[src/rtl/instr_encoder_loader_if.sv]
// Descriptor handshake and instruction-memory write bus for instr_encoder_loader.
// master drives descriptors and observes the memory side; slave is the encoder/loader.
interface instr_encoder_loader_if #(
  parameter int ADDR_W = 6
);
  logic              in_valid;
  logic              in_ready;
  logic [2:0]        in_class;
  logic [4:0]        in_rd;
  logic [4:0]        in_rs1;
  logic [4:0]        in_rs2;
  logic [2:0]        in_funct3;
  logic              in_funct7b5;
  logic [31:0]       in_imm;
  logic              mem_we;
  logic [31:0]       mem_addr;
  logic [31:0]       mem_wdata;
  logic [ADDR_W:0]   count;
  logic              full;
  logic              err;

  modport master (
    output in_valid, in_class, in_rd, in_rs1, in_rs2, in_funct3, in_funct7b5, in_imm,
    input  in_ready, mem_we, mem_addr, mem_wdata, count, full, err
  );

  modport slave (
    input  in_valid, in_class, in_rd, in_rs1, in_rs2, in_funct3, in_funct7b5, in_imm,
    output in_ready, mem_we, mem_addr, mem_wdata, count, full, err
  );
endinterface

[src/rtl/instr_encoder_loader.sv]
// RV32I instruction encoder that writes each packed word to instruction memory at an
// auto-incrementing address. Define ENC_RANGE_CHECK_EN to reject out-of-range immediates.
module instr_encoder_loader #(
  parameter int          ADDR_W    = 6,
  parameter logic [31:0] BASE_ADDR = 32'h0000_0000
) (
  input  logic                  clk,
  input  logic                  reset,
  input  logic                  clr,
  instr_encoder_loader_if.slave bus,
  output logic [1:0]            dbg_state
);
  typedef enum logic [1:0] {
    S_IDLE  = 2'd0,
    S_WRITE = 2'd1,
    S_FULL  = 2'd2
  } state_t;

  localparam logic [ADDR_W:0] CAP = {1'b1, {ADDR_W{1'b0}}};
  localparam logic [ADDR_W:0] ONE = {{ADDR_W{1'b0}}, 1'b1};

  state_t          state_q, state_n;
  logic            mem_we_q;
  logic [31:0]     mem_addr_q;
  logic [31:0]     mem_wdata_q;
  logic [ADDR_W:0] count_q;
  logic            err_q;
  logic [31:0]     enc_word;
  logic            enc_legal;
  logic            accept;
  logic [31:0]     imm;
  logic [6:0]      f7;

  // Handshake: a descriptor transfers on a rising edge where in_valid && in_ready
  // and clr is low; in_ready depends only on state, never on in_valid.
  assign bus.in_ready  = (state_q == S_IDLE);
  assign bus.full      = (state_q == S_FULL);
  assign bus.mem_we    = mem_we_q;
  assign bus.mem_addr  = mem_addr_q;
  assign bus.mem_wdata = mem_wdata_q;
  assign bus.count     = count_q;
  assign bus.err       = err_q;
  assign dbg_state     = state_q;

  assign accept = (state_q == S_IDLE) && bus.in_valid && !clr;
  assign imm    = bus.in_imm;
  assign f7     = {1'b0, bus.in_funct7b5, 5'b00000};

  always_comb begin
    enc_word  = 32'h0;
    enc_legal = 1'b1;
    case (bus.in_class)
      3'd0: enc_word = {imm[11:0], bus.in_rs1, 3'b010, bus.in_rd, 7'b0000011};
      3'd1: enc_word = {imm[11:5], bus.in_rs2, bus.in_rs1, 3'b010, imm[4:0], 7'b0100011};
      3'd2: enc_word = {f7, bus.in_rs2, bus.in_rs1, bus.in_funct3, bus.in_rd, 7'b0110011};
      3'd3: enc_word = {imm[12], imm[10:5], bus.in_rs2, bus.in_rs1, 3'b000,
                        imm[4:1], imm[11], 7'b1100011};
      3'd4: enc_word = {imm[11:0], bus.in_rs1, bus.in_funct3, bus.in_rd, 7'b0010011};
      3'd5: enc_word = {imm[20], imm[10:1], imm[11], imm[19:12], bus.in_rd, 7'b1101111};
      default: enc_legal = 1'b0;
    endcase
`ifdef ENC_RANGE_CHECK_EN
    case (bus.in_class)
      3'd0, 3'd1, 3'd4:
        if ($signed(imm) < -32'sd2048 || $signed(imm) > 32'sd2047) enc_legal = 1'b0;
      3'd3:
        if ($signed(imm) < -32'sd4096 || $signed(imm) > 32'sd4094 || imm[0]) enc_legal = 1'b0;
      3'd5:
        if ($signed(imm) < -32'sd1048576 || $signed(imm) > 32'sd1048574 || imm[0])
          enc_legal = 1'b0;
      default: ;
    endcase
`endif
  end

  always_comb begin
    state_n = state_q;
    case (state_q)
      S_IDLE:  if (accept && enc_legal) state_n = S_WRITE;
      S_WRITE: begin
        if (clr)                       state_n = S_IDLE;
        else if (count_q + ONE == CAP) state_n = S_FULL;
        else                           state_n = S_IDLE;
      end
      S_FULL:  if (clr) state_n = S_IDLE;
      default: state_n = S_IDLE;
    endcase
  end

  always_ff @(posedge clk or posedge reset) begin
    if (reset) begin
      state_q     <= S_IDLE;
      mem_we_q    <= 1'b0;
      mem_addr_q  <= BASE_ADDR;
      mem_wdata_q <= 32'h0;
      count_q     <= '0;
      err_q       <= 1'b0;
    end else begin
      state_q  <= state_n;
      mem_we_q <= accept && enc_legal;
      if (accept && enc_legal) mem_wdata_q <= enc_word;
      // A clr during WRITE lets the strobe finish but discards the increment.
      if (clr) begin
        count_q    <= '0;
        mem_addr_q <= BASE_ADDR;
      end else if (state_q == S_WRITE) begin
        count_q    <= count_q + ONE;
        mem_addr_q <= mem_addr_q + 32'd4;
      end
      if (clr)                         err_q <= 1'b0;
      else if (accept && !enc_legal)   err_q <= 1'b1;
    end
  end
endmodule

[src/flat_wrapper.sv]
// flat-port wrapper written by rule: the top's interface ports become plain ports
module instr_encoder_loader_flat 
#(
  parameter int          ADDR_W    = 6,
  parameter logic [31:0] BASE_ADDR = 32'h0000_0000
)
  (clk, reset, clr, dbg_state, bus_in_valid, bus_in_class, bus_in_rd, bus_in_rs1, bus_in_rs2, bus_in_funct3, bus_in_funct7b5, bus_in_imm, bus_in_ready, bus_mem_we, bus_mem_addr, bus_mem_wdata, bus_count, bus_full, bus_err);
  instr_encoder_loader_if #(.ADDR_W(ADDR_W)) bus_i ();
  input  logic clk;
  input  logic reset;
  input  logic clr;
  output logic [1:0] dbg_state;
  input wire logic [$bits(bus_i.in_valid)-1:0] bus_in_valid;
  input wire logic [$bits(bus_i.in_class)-1:0] bus_in_class;
  input wire logic [$bits(bus_i.in_rd)-1:0] bus_in_rd;
  input wire logic [$bits(bus_i.in_rs1)-1:0] bus_in_rs1;
  input wire logic [$bits(bus_i.in_rs2)-1:0] bus_in_rs2;
  input wire logic [$bits(bus_i.in_funct3)-1:0] bus_in_funct3;
  input wire logic [$bits(bus_i.in_funct7b5)-1:0] bus_in_funct7b5;
  input wire logic [$bits(bus_i.in_imm)-1:0] bus_in_imm;
  output wire logic [$bits(bus_i.in_ready)-1:0] bus_in_ready;
  output wire logic [$bits(bus_i.mem_we)-1:0] bus_mem_we;
  output wire logic [$bits(bus_i.mem_addr)-1:0] bus_mem_addr;
  output wire logic [$bits(bus_i.mem_wdata)-1:0] bus_mem_wdata;
  output wire logic [$bits(bus_i.count)-1:0] bus_count;
  output wire logic [$bits(bus_i.full)-1:0] bus_full;
  output wire logic [$bits(bus_i.err)-1:0] bus_err;
  assign bus_i.in_valid = bus_in_valid;
  assign bus_i.in_class = bus_in_class;
  assign bus_i.in_rd = bus_in_rd;
  assign bus_i.in_rs1 = bus_in_rs1;
  assign bus_i.in_rs2 = bus_in_rs2;
  assign bus_i.in_funct3 = bus_in_funct3;
  assign bus_i.in_funct7b5 = bus_in_funct7b5;
  assign bus_i.in_imm = bus_in_imm;
  assign bus_in_ready = bus_i.in_ready;
  assign bus_mem_we = bus_i.mem_we;
  assign bus_mem_addr = bus_i.mem_addr;
  assign bus_mem_wdata = bus_i.mem_wdata;
  assign bus_count = bus_i.count;
  assign bus_full = bus_i.full;
  assign bus_err = bus_i.err;
  instr_encoder_loader #(.ADDR_W(ADDR_W), .BASE_ADDR(BASE_ADDR)) u_core (.clk(clk), .reset(reset), .clr(clr), .bus(bus_i), .dbg_state(dbg_state));
endmodule
[config.mk]
export PLATFORM = sky130hd
export DESIGN_NAME = instr_encoder_loader_flat
export DESIGN_NICKNAME = d
export VERILOG_FILES = /design/src/rtl/instr_encoder_loader_if.sv /design/src/rtl/instr_encoder_loader.sv /design/src/flat_wrapper.sv
export SDC_FILE = /design/constraint.sdc
export NUM_CORES = 1
export LEC_CHECK = 0
export ABC_AREA = 1
export BUFFER_PORTS_ARGS = -buffer_cell sky130_fd_sc_hd__clkbuf_2
export CORE_MARGIN = 1
export CORE_UTILIZATION = 54
export DETAILED_ROUTE_END_ITERATION = 8
export GPL_TIMING_DRIVEN = 0
export HOLD_SLACK_MARGIN = 0.02
export PLACE_DENSITY = 0.95
export SETUP_SLACK_MARGIN = 0.15
export SLEW_MARGIN = 20
export SYNTH_ARGS = -nofsm -noshare
export SYNTH_HDL_FRONTEND = slang
export SYNTH_SLANG_ARGS = --single-unit
[constraint.sdc]
create_clock -name clk -period 4.1 [get_ports clk]
set_input_delay 0.82 -clock clk [delete_from_list [all_inputs] [get_ports clk]]
set_output_delay 0.82 -clock clk [all_outputs]
set_load 0.05 [all_outputs]
* After elaboration in Yosys (flattened, before gate mapping)
Cells that the tools add are included.
** Storage, ports and cells
- Memories :: 0
- Flip-flop bits (word level) :: 75
- Memory bits (read-only) :: 0
- Bits in writable memories :: 0
- Output and inout port bits :: 77
- Input bits :: 58
- Bits in latches :: 0
- Logic and storage cells :: 43
** Cells by class
- Shift operators :: 0
- Bitwise operators :: 0
- Reduce and logical (&&, ||, !) cells :: 12
- Divide/modulo/power cells :: 0
- Magnitude comparators :: 0
- Mux-type cells :: 13
- Equality and inequality tests :: 10
- Add/sub/neg operators :: 2
- Multiply operators :: 0
** Operators by type and width (number)
- $pmux 32 s6 :: 1
- $mux 32 :: 2
- $add 32x3->32 const B :: 1
- $mux 7 :: 2
- $mux 2 :: 4
- $add 7x1->7 const B :: 1
- $eq 7x7->1 const B :: 1
- $eq 3x2->1 const B :: 2
- $eq 3x3->1 const B :: 2
- $pmux 2 s3 :: 1
- $reduce_or 6->1 :: 1
- $logic_and 1x1->1 :: 4
- $reduce_bool 2->1 :: 2
- $eq 3x1->1 const B :: 1
- $logic_not 3->1 :: 1
- $mux 1 :: 3
- $eq 2x1->1 const B :: 1
- $eq 2x2->1 const B :: 1
- $logic_not 1->1 :: 2
- $logic_not 2->1 :: 1
- $ne 2x1->1 const B :: 1
- $ne 2x2->1 const B :: 1
- $reduce_and 2->1 :: 1

* Logic depth before layout (Yosys ltp)
Gate-level depths: netlist of run 1.
- Depth after elaboration :: 7
- Depth in mapped cells :: 9
- Mapped depth without buffers :: 9

* Worst setup path before layout of run 1
No wires, ideal clock.
- Path type :: flip-flop to output port
- From :: reg u_core.state_q[1] (netlist: u_core.dbg_state[1])
- To :: out bus_full
- Arrival :: 1.437 ns
- Cell stages (with the launch flop) :: 3
- Setup slack :: 1.843 ns
- Path buffers :: 0
- Required time :: 3.280 ns
- Path through :: dfrtp_1 -> inv_1 -> nor2_1
** Between the ends
- Cells in the longest elaborated chain, start to end :: 1
** RTL lines
- start, declared :: line instr_encoder_loader.sv:22 : state_t state_q, state_n;
- start signal, assigned :: line instr_encoder_loader.sv:99 : state_q <= state_n;
- $eq 2x2->1 :: line instr_encoder_loader.sv:37 : assign bus.full = (state_q == S_FULL);
- end, declared :: line flat_wrapper.sv:26 : output wire logic [$bits(bus_i.full)-1:0] bus_full;
No other way between the ends.

* Worst setup path in the final report of run 1
Ends and elaborated chain as after synthesis.

==> metrics.md, run 1 <==
| Metric | Value |
|---|---|
| Outcome | finished clean |
| DR pass1 iterations | 7 |
| Final wirelength | 9670 microns |
| Leading cell type in the layout, fill and taps excluded | clkbuf_2 |
| Fraction of registers with async set/reset | 100% |
| R2r setup slk | 2.41 ns |
| Vias per cell | 5.45 |
| Hold Buf Count CTS | 0 |
| Top_reg_cell synth | dfrtp_1 |
| Worst skew pair latency | 0.34 ns |
| Final period util | 50.9% |
| Final setup vio count | 0 |
| F_max | 479 MHz |
| Tmin final | 2.09 ns |
| Final HPWL DP | 7180 microns |
| Largest family of logic cells by synthesized area | simple AND/OR/NAND/NOR gates |
| Die height | 85.8 microns |
| Synthesized area | 3790 sq um |
| Core Box Area | 6790 sq um |
| Clk buf depth | 2 |
| Wl on met1 | 3990 microns |
| Gp weighted congestion | 0.836 |
| DR DRC count | 0 |
| Ratio of cells with drive above 1 in the final layout | 29.1% |
| Crit path max fanout | 3 |
| Clock transition at path regs | 0.08 ns |
| Worst R2R End | u_core.bus.mem_addr[12] |
| Post-CTS setup buffer count | 0 |
| Worst Reg-to-Reg Cells | 8 |
| Cts bufs inserted | 9 |
| Synthesized area per cell | 7.97 sq um |
| XOR/XNOR Fraction of Synth Area | 1.15% |
| Clock Tree Root | clkbuf_8 |
| Clk_skew | 0.00940 ns |
| Post-Synth Simple-Gate Area | 31.1% |
| Total global routing overflow | 0 |
| Clock Sinks | 71 |
| Multi-input logic area | 1760 sq um |
| DR WL met3 | 658 microns |
| Crit. End Element | output pin |
| First-pass GRT wire length | 16,000 microns |
| Initial antenna violation count | 0 |
| Worst Setup SP | u_core.dbg_state[1] |
| Resized Gates After CTS | 0 |
| Wire length per cell | 13.7 microns |
| Buf+Inv Stages, Crit Path | 2 |
| Ports | 135 |
| Die X | 85.8 microns |
| # nets final | 669 |
| Reg area | 1780 sq um |
| Antenna cells | 0 |
| Mapped Cells | 476 |
| Met2 Wirelength | 4840 microns |
| Rows | 30 |
| Vias in the first global route | 3,535 |
| WP data required | 3.28 ns |
| Die ar. | 7360 sq um |
| Top routing layer used | met4 |
| Tot Pwr | 0.00178 W |
| Final Hold Viols | 0 |
| CP max-delay cell | dfrtp_1 |
| Area Growth Syn to Fin | 24.5% |
| Final ANT Viol Nets | 0 |
| VDD IR max | 346 uV |
| Post-synthesis sequential area ratio | 46.8% |
| Arr. time, crit path | 1.27 ns |
| Drt initial violations | 350 |
| Hold/Removal Path Class | input port to async pin |
| Yosys warns | 0 |
| Most frequent cells in the layout | 119 x clkbuf_2, 117 x nand2_1, 71 x dfrtp_1, 54 x nor2_1, 45 x nand3_1 |
| Slew Limit Fails | 0 |
| Unrepaired setup endpoints after global routing | no |
| Synth Area in Adders | 0.990% |
| Pin count of the biggest net entering global routing | 41 |
| Type of origin of the critical path | flop |
| Buffers on Ports | 119 |
| Post-synthesis mux area share | 0% |
| Post-synth EDFFs | 0 |
| Setup TNS | 0 ns |
| H-tree levels | 3 |
| Critical Path Max Stage Delay | 0.39 ns |
| LEAKAGE | 2.39 nW |
| CTS tree | yes |
| Kind of critical path | flop to output pin |
| Synth cell types | 33 |
| PwrDens | 378 nW/um^2 |
| Initial Util | 55.8% |
| Via Count | 3,860 |
| CP delay by family, top | flip-flops |
| Max Cap Viol | 0 |
| Compound-cell area share of the yosys netlist | 12.9% |
| Fillers | 543 |
| Total GRT Usage | 27.5% |
| RR Startpoint | u_core.bus.mem_addr[2] |
| Cell breakdown of the critical path | inv_1, nor2_1, clkbuf_2 |
| Yosys reg bits | 71 |
==> stage by stage <==
stage	util, %	cells	hold WS, ns	instance area (sq um)	setup slack [ns]
6_report	69.5	708	0.460	4720	2.01
5_1_grt	69.5	708	0.492	4720	1.96
4_1_cts	69.5	708	0.472	4720	2.00
3_5_place_dp	66.7	693	0.465	4530	2.08
3_3_place_gp	66.4	692	0.464	4510	0.719
2_1_floorplan	-	477	0.755	3800	1.48
==> flip-flops by register name, summed over array words and instances, names as in the netlist <==
signal                cells
u_core.bus.err            1
u_core.bus.count          7
u_core.bus.mem_wdata     30
u_core.bus.mem_addr      30
u_core.bus.mem_we         1
u_core.dbg_state          2
==> logic make-up (layout without fill, tap and decap cells) <==
kind of cell / count (synthesis) / after routing
AND/OR/NAND/NOR: 258 / 258
AO/OA/AOI/OAI: 80 / 80
flip-flops: 71 / 71
buffers and inverters: 58 / 193
XOR/XNOR: 5 / 5
adder cells (fa/ha/maj): 3 / 3
other: 1 / 2
==> power breakdown <==
part,switching (W),internal (W)
clock,0.000272,0.000277
sequential,0.0000377,0.000756
combinational,0.000328,0.000114
==> metal layers <==
layer  GRT usage [%]  vias to the layer above
li1                -                     1836
met1            33.2                     1825
met2            48.2                      184
met3            4.52                       15
met4            12.7                        0
met5               0                        -
==> Yosys cell counts, types with 2 or more instances <==
cell type | instances | area [sq um]
nand2_1 | 117 | 439
dfrtp_1 | 71 | 1780
nor2_1 | 54 | 203
nand3_1 | 45 | 225
a21oi_1 | 35 | 175
inv_1 | 34 | 128
a2bb2oi_1 | 16 | 140
nor3_1 | 12 | 60.1
o21ai_0 | 12 | 60.1
buf_2 | 9 | 45.0
nand4_1 | 9 | 56.3
nor2_4 | 8 | 90.1
inv_2 | 6 | 22.5
o21ai_1 | 6 | 30.0
buf_4 | 5 | 37.5
nor2_2 | 5 | 31.3
xor2_1 | 5 | 43.8
o21a_1 | 4 | 30.0
ha_1 | 3 | 37.5
a22o_1 | 2 | 17.5
buf_6 | 2 | 22.5
clkbuf_1 | 2 | 7.51
nand2_2 | 2 | 12.5
nand3_2 | 2 | 20.0
o22ai_1 | 2 | 12.5
==> area by class of cell <==
class / instances / area share (%)
multi-input combinational: 348 / 37.2
clock buffer: 9 / 2.62
tap: 96 / 2.54
sequential: 71 / 37.6
clock inverter: 6 / 1.33
inverter: 40 / 3.23
buffer: 18 / 2.39
timing repair buffer: 120 / 13.0
==> worst max path at each step <==
stage	slack [ns]	cells past startpoint	endpoint
final	2.01	3	bus_full
after global placement	0.72	2	u_core.bus.count[4]
after CTS	2.00	3	bus_full
after global routing	1.96	3	bus_full
after detailed placement	2.08	8	u_core.bus.mem_wdata[22]
after floorplan	1.48	1	u_core.bus.count[0]
Note: power is estimated with default switching activity, not from simulation.
==> run 2, diff against run 1 <==
--- a/config.mk
+++ b/config.mk
@@ -5,14 +5,14 @@
 export SDC_FILE = /design/constraint.sdc
 export NUM_CORES = 1
 export LEC_CHECK = 0
-export ABC_AREA = 1
+export ABC_AREA = 0
 export BUFFER_PORTS_ARGS = -buffer_cell sky130_fd_sc_hd__clkbuf_2
 export CORE_MARGIN = 1
-export CORE_UTILIZATION = 54
+export CORE_UTILIZATION = 50
 export DETAILED_ROUTE_END_ITERATION = 8
 export GPL_TIMING_DRIVEN = 0
 export HOLD_SLACK_MARGIN = 0.02
-export PLACE_DENSITY = 0.95
+export PLACE_DENSITY = 0.9
 export SETUP_SLACK_MARGIN = 0.15
 export SLEW_MARGIN = 20
 export SYNTH_ARGS = -nofsm -noshare
==> constraint.sdc (replaced) <==
create_clock -name clk -period 2.1 [get_ports clk]
set_input_delay 0.42 -clock clk [delete_from_list [all_inputs] [get_ports clk]]
set_output_delay 0.42 -clock clk [all_outputs]
set_load 0.05 [all_outputs]
==> run 2 against run 1 <==
Net effect:
- sequential cell count unchanged
- highest routed layer unchanged
- largest cell class is now multi-input combinational cells
- final cell count decreased by 11%
- worst setup slack got worse by 1.8 ns
- register-to-register slack got worse by 2.2 ns
- area after synthesis decreased by 3.0%
- largest power group unchanged
==> metrics.md, run 2 <==
| Metric | Value |
|---|---|
| Area Growth Syn to Fin | 30.6% |
| Final wirelength | 10,100 microns |
| Via Count | 3,612 |
| Wl on met1 | 4070 microns |
| Synth top area share | 48.3% |
| Top cells by count, synth | 71 x dfrtp_1, 56 x nor2_1, 43 x nand2_1, 23 x a21oi_1, 15 x nand3_1 |
| Wire length per cell | 16.0 microns |
| Clock Tree Root | clkbuf_8 |
| Rows | 30 |
| CP delay by family, top | simple AND/OR/NAND/NOR gates |
| Die X | 87.8 microns |
| Total global routing overflow | 0 |
| RR Startpoint | u_core.bus.mem_addr[7] |
| Die height | 87.8 microns |
| Type of origin of the critical path | flop |
| Crit path max fanout | 10 |
| Total GRT Usage | 26.1% |
| Core Box Area | 6940 sq um |
| H-tree levels | 3 |
| Ratio of cells with drive above 1 in the final layout | 38.4% |
| Initial Util | 53.0% |
| Critical Path Max Stage Delay | 0.40 ns |
| Post-route cell area | 4810 sq um |
| Final period util | 90.2% |
| Gp weighted congestion | 0.875 |
| CTS tree | yes |
| Pin count of the biggest net entering global routing | 34 |
| Top_reg_cell synth | dfrtp_1 |
| Final Hold Viols | 0 |
| Clock Sinks | 71 |
| Hold/Removal Path Class | input port to async pin |
| Most frequent cell after synthesis | dfrtp_1 |
| Max_slew headroom | 44.8% |
| Vias in the first global route | 3,358 |
| Top routing layer used | met4 |
| Cell taking the most area after synthesis | dfrtp_1 |
| Worst Setup SP | u_core.bus.mem_addr[7] |
| WP data required | 2.33 ns |
| Cell breakdown of the critical path | and4_1, nand3_2, clkbuf_2, nor4_2, mux2_2 |
| Outcome | finished clean |
| Crit path to | u_core.bus.mem_addr[28] |
| Vias per cell | 5.71 |
| CP max-delay cell | dfrtp_2 |
| Post-synth EDFFs | 0 |
| # nets final | 593 |
| Unrepaired setup endpoints after global routing | yes |
| Final cell count without fillers | 633 |
| Fin Hold WS | 0.0946 ns |
| DR pass1 iterations | 5 |
| Worst R2R End | u_core.bus.mem_addr[28] |
| Antenna cells | 0 |
| Setup TNS | 0 ns |
| Mapped Cells | 395 |
| PwrDens | 740 nW/um^2 |
| VDD IR max | 478 uV |
| Placed insts | 613 |
| LEAKAGE | 2.25 nW |
| Buf+Inv Stages, Crit Path | 1 |
| Hold Buf Count CTS | 0 |
| Tmin final | 1.89 ns |
| Worst Reg-to-Reg Cells | 5 |
| Synth top area cells | dfrtp_1 48%, nor2_1 5.7%, nand2_1 4.4% |
| Clock transition at path regs | 0.08 ns |
| Worst skew pair latency | 0.35 ns |
| Post-synthesis sequential area ratio | 48.3% |
| Slew Limit Fails | 0 |
| Clk_skew | 0.0104 ns |
| Initial antenna violation count | 0 |
| Final setup vio count | 0 |
| Dpl cell area | 4470 sq um |
| Most frequent cells in the layout | 122 x clkbuf_2, 56 x nor2_1, 54 x dfrtp_1, 43 x nand2_1, 23 x a21oi_1 |
| Leading cell type in the layout, fill and taps excluded | clkbuf_2 |
| Cts bufs inserted | 9 |
| Max Cap Viol | 0 |
| Buffers on Ports | 119 |
| Clk buf depth | 2 |
| Final ANT Viol Nets | 0 |
| Crit. End Element | flop |
| Drt initial violations | 220 |
| DR WL met3 | 739 microns |
| Ports | 135 |
| Yosys warns | 0 |
| Synth cell types | 47 |
| Arr. time, crit path | 2.12 ns |
| CP Depth | 5 |
| R2r setup slk | 0.21 ns |
| Kind of critical path | flop to flop |
| F_max | 528 MHz |
| Synthesized area per cell | 9.32 sq um |
| Met2 Wirelength | 5000 microns |
| Least-Margin Pin Slew | 0.819 ns |
| DR DRC count | 0 |
| Final HPWL DP | 7280 microns |
| Yosys reg bits | 71 |
| First-pass GRT wire length | 15,500 microns |
| Synthesized area | 3680 sq um |
| Die ar. | 7710 sq um |
| Fraction of registers with async set/reset | 100% |
==> run 2: cell type report <==
cell class,instances,area [sq um]
Buffer,28,179
Inverter,8,36.3
Multi-Input combinational cell,289,1810
Sequential cell,71,1800
Clock buffer,10,138
Tap cell,96,120
Fill cell,534,2140
Timing Repair Buffer,125,671
Clock inverter,6,60.1
==> run 2: what timing repair did <==
action,CTS,global route
resized for setup,8,23
buffers inserted,1,2
endpoints found under the setup margin,20,26
gates cloned,0,1
==> run 2: cells by family after synthesis <==
| group | count (synthesis) | synth area share (%) |
|---|---|---|
| AND/OR/NAND/NOR | 182 | 24.8 |
| AO/OA/AOI/OAI | 77 | 13.8 |
| multiplexers | 11 | 3.30 |
| other | 1 | 0.102 |
| buffers and inverters | 36 | 5.34 |
| flip-flops | 71 | 48.3 |
| adder cells (fa/ha/maj) | 3 | 1.02 |
| XOR/XNOR | 14 | 3.33 |
==> run 2: worst min-delay path by stage <==
stage,start,slack [ns],to,cells after the start
after floorplan,bus_in_valid,0.55,u_core.bus.mem_wdata[3],1
after CTS,reset,0.09,u_core.bus.mem_wdata[9],2
final,reset,0.09,u_core.bus.mem_wdata[9],2
after global routing,reset,0.12,u_core.bus.mem_wdata[16],2
after global placement,u_core.bus.mem_wdata[29],0.46,u_core.bus.mem_wdata[29],2
after detailed placement,reset,0.47,u_core.bus.mem_wdata[25],2
==> run 2: stage by stage <==
step	worst slack (ns)	total power, W	utilization (%)
floorplan	0.151	0.00222	-
global placement	0.00645	0.00244	63.7
detailed placement	-0.0715	0.00247	64.4
CTS	0.146	0.00356	67.7
global route	0.104	0.00371	69.2
finish	0.207	0.00356	69.2
==> run 2: where the power goes <==
part	leakage, nW	internal (W)	switching (W)	total (W)
sequential	0.895	0.00148	0.0000726	0.00155
combinational	1.26	0.000227	0.000686	0.000912
clock	0.0981	0.000574	0.000518	0.00109
total	2.25	0.00228	0.00128	0.00356
==> run 2: per-layer routing <==
metal  GRT usage [%]  vias up
met5               0        -
met4            11.9        0
met3            5.94       22
met2            41.9      171
met1            33.8     1726
li1                -     1693
==> run 3, diff against run 2 <==
--- a/config.mk
+++ b/config.mk
@@ -7,7 +7,7 @@
 export LEC_CHECK = 0
 export ABC_AREA = 0
 export BUFFER_PORTS_ARGS = -buffer_cell sky130_fd_sc_hd__clkbuf_2
-export CORE_MARGIN = 1
+export CORE_MARGIN = 3
 export CORE_UTILIZATION = 50
 export DETAILED_ROUTE_END_ITERATION = 8
 export GPL_TIMING_DRIVEN = 0
==> run 3 against run 2 <==
Net effect:
- clock power increased by 28%
- clock skew decreased by 0.0033 ns
- first-iteration DRC count increased by 11%
- routed wire length increased by 4.9%
- critical path depth unchanged
- final cell count decreased by 0.16%
- worst hold slack improved by 0.19 ns
- highest routed layer unchanged
==> metrics.md, run 3 (same netlist as run 2, synthesis figures left out) <==
| Metric | Value |
|---|---|
| Ratio of cells with drive above 1 in the final layout | 37.9% |
| Clock Sinks | 71 |
| Antenna cells | 0 |
| Critical Path Max Stage Delay | 0.45 ns |
| Rows | 30 |
| Hold/Removal Path Class | input port to flop |
| Max_slew headroom | 39.5% |
| Initial antenna violation count | 0 |
| Least-Margin Pin Slew | 0.898 ns |
| DR pass1 iterations | 5 |
| Drt initial violations | 244 |
| Pin count of the biggest net entering global routing | 35 |
| Wire length per cell | 16.8 microns |
| Core Box Area | 6980 sq um |
| Final setup vio count | 0 |
| Vias in the first global route | 3,555 |
| Final HPWL DP | 7670 microns |
| Outcome | finished clean |
| Arr. time, crit path | 2.19 ns |
| Vias per cell | 5.81 |
| F_max | 512 MHz |
| Multi-input logic area | 1800 sq um |
| Die ar. | 8420 sq um |
| Cell breakdown of the critical path | nor2b_2, o21ai_2, buf_2, nor4_2, mux2_2 |
| Type of origin of the critical path | flop |
| Most frequent cells in the layout | 121 x clkbuf_2, 56 x nor2_1, 54 x dfrtp_1, 43 x nand2_1, 23 x a21oi_1 |
| Final Hold Viols | 0 |
| Final wirelength | 10,600 microns |
| Fillers | 524 |
| Max Cap Viol | 0 |
| DR DRC count | 0 |
| Buffers on Ports | 119 |
| Clk buf depth | 2 |
| Total GRT Usage | 25.1% |
| H-tree levels | 3 |
| Unrepaired setup endpoints after global routing | yes |
| Cts bufs inserted | 9 |
| WP data required | 2.33 ns |
| Clock transition at path regs | 0.08 ns |
| Kind of critical path | flop to flop |
| LEAKAGE | 2.27 nW |
| Via Count | 3,672 |
| Die X | 91.8 microns |
| First-pass GRT wire length | 17,000 microns |
| Ports | 135 |
| Gp weighted congestion | 0.869 |
| Setup TNS | 0 ns |
| Initial Util | 52.7% |
| CP max-delay cell | dfrtp_2 |
| Slew Limit Fails | 0 |
| # nets final | 592 |
| Final period util | 93.1% |
| PwrDens | 796 nW/um^2 |
| Reg area | 1800 sq um |
| Crit. End Element | flop |
| Clock Tree Root | clkbuf_8 |
| Crit path max fanout | 10 |
| Area Growth Syn to Fin | 31.7% |
| CTS tree | yes |
| Tmin final | 1.95 ns |
| Worst skew pair latency | 0.35 ns |
| Fin Hold WS | 0.286 ns |
| Leading cell type in the layout, fill and taps excluded | clkbuf_2 |
| Clk_skew | 0.00715 ns |
| Final ANT Viol Nets | 0 |
| Die height | 91.8 microns |
| VDD IR max | 658 uV |
| Total global routing overflow | 0 |
==> run 3: per-stage QoR <==
stage               setup WS (ns)  power [W]  util, %  std cells  area (sq um)
floorplan                   0.151    0.00222        -        396          3710
global placement          -0.0340    0.00244     63.4        611          4430
detailed placement         -0.108    0.00247     64.0        613          4470
CTS                         0.122    0.00385     68.4        630          4780
global route               0.0885    0.00400     69.4        632          4850
finish                      0.145    0.00386     69.4        632          4850
==> run 3: report_power, final <==
part	switching, W	internal [W]
Clock	0.000562	0.000830
Combinational	0.000686	0.000227
Sequential	0.0000737	0.00148
Total	0.00132	0.00254
==> run 3: what timing repair did <==
action,CTS,global route
gates resized for setup,14,15
cloned,0,0
endpoints found under the setup margin,25,23
hold buffers,1,0
hold endpoints to repair,9,0
setup buffers,0,2
==> run 3: worst max-delay path: cells and delay by family, from the launching register on <==
family | cells | cell delay [ns]
buf+inv | 1 | 0.25
compound gates | 1 | 0.19
mux | 1 | 0.38
simple gates | 2 | 0.57
flops | 1 | 0.45
==> run 3: worst paths after layout <==
check                                    startpoint                        to  slack [ns]  cells after the start
max                             u_core.dbg_state[1]   u_core.bus.mem_addr[31]        0.15                      5
min in group asynchronous                     reset   u_core.bus.mem_addr[31]        0.57                      3
min reg2reg                u_core.bus.mem_wdata[26]  u_core.bus.mem_wdata[26]        0.49                      2
min                                   bus_in_imm[7]  u_core.bus.mem_wdata[27]        0.29                      3
max reg2reg                     u_core.dbg_state[1]   u_core.bus.mem_addr[31]        0.15                      5
max in group asynchronous                     reset       u_core.dbg_state[1]        1.05                      4
==> run 3: per-layer routing <==
metal,vias up,share of wire (%),track usage (%)
met5,-,0,0
met4,0,3.4,11.0
met3,33,7.9,5.74
met2,200,49,40.0
met1,1761,40,32.7
li1,1678,-,-
==> run 3: cell type report <==
type	instances	area share [%]
tap	96	2.48
buffer	28	3.85
timing repair buffer	124	13.6
sequential	71	37.1
multi-input combinational	289	37.0
clock inverter	6	2.37
clock buffer	10	2.84
inverter	8	0.697
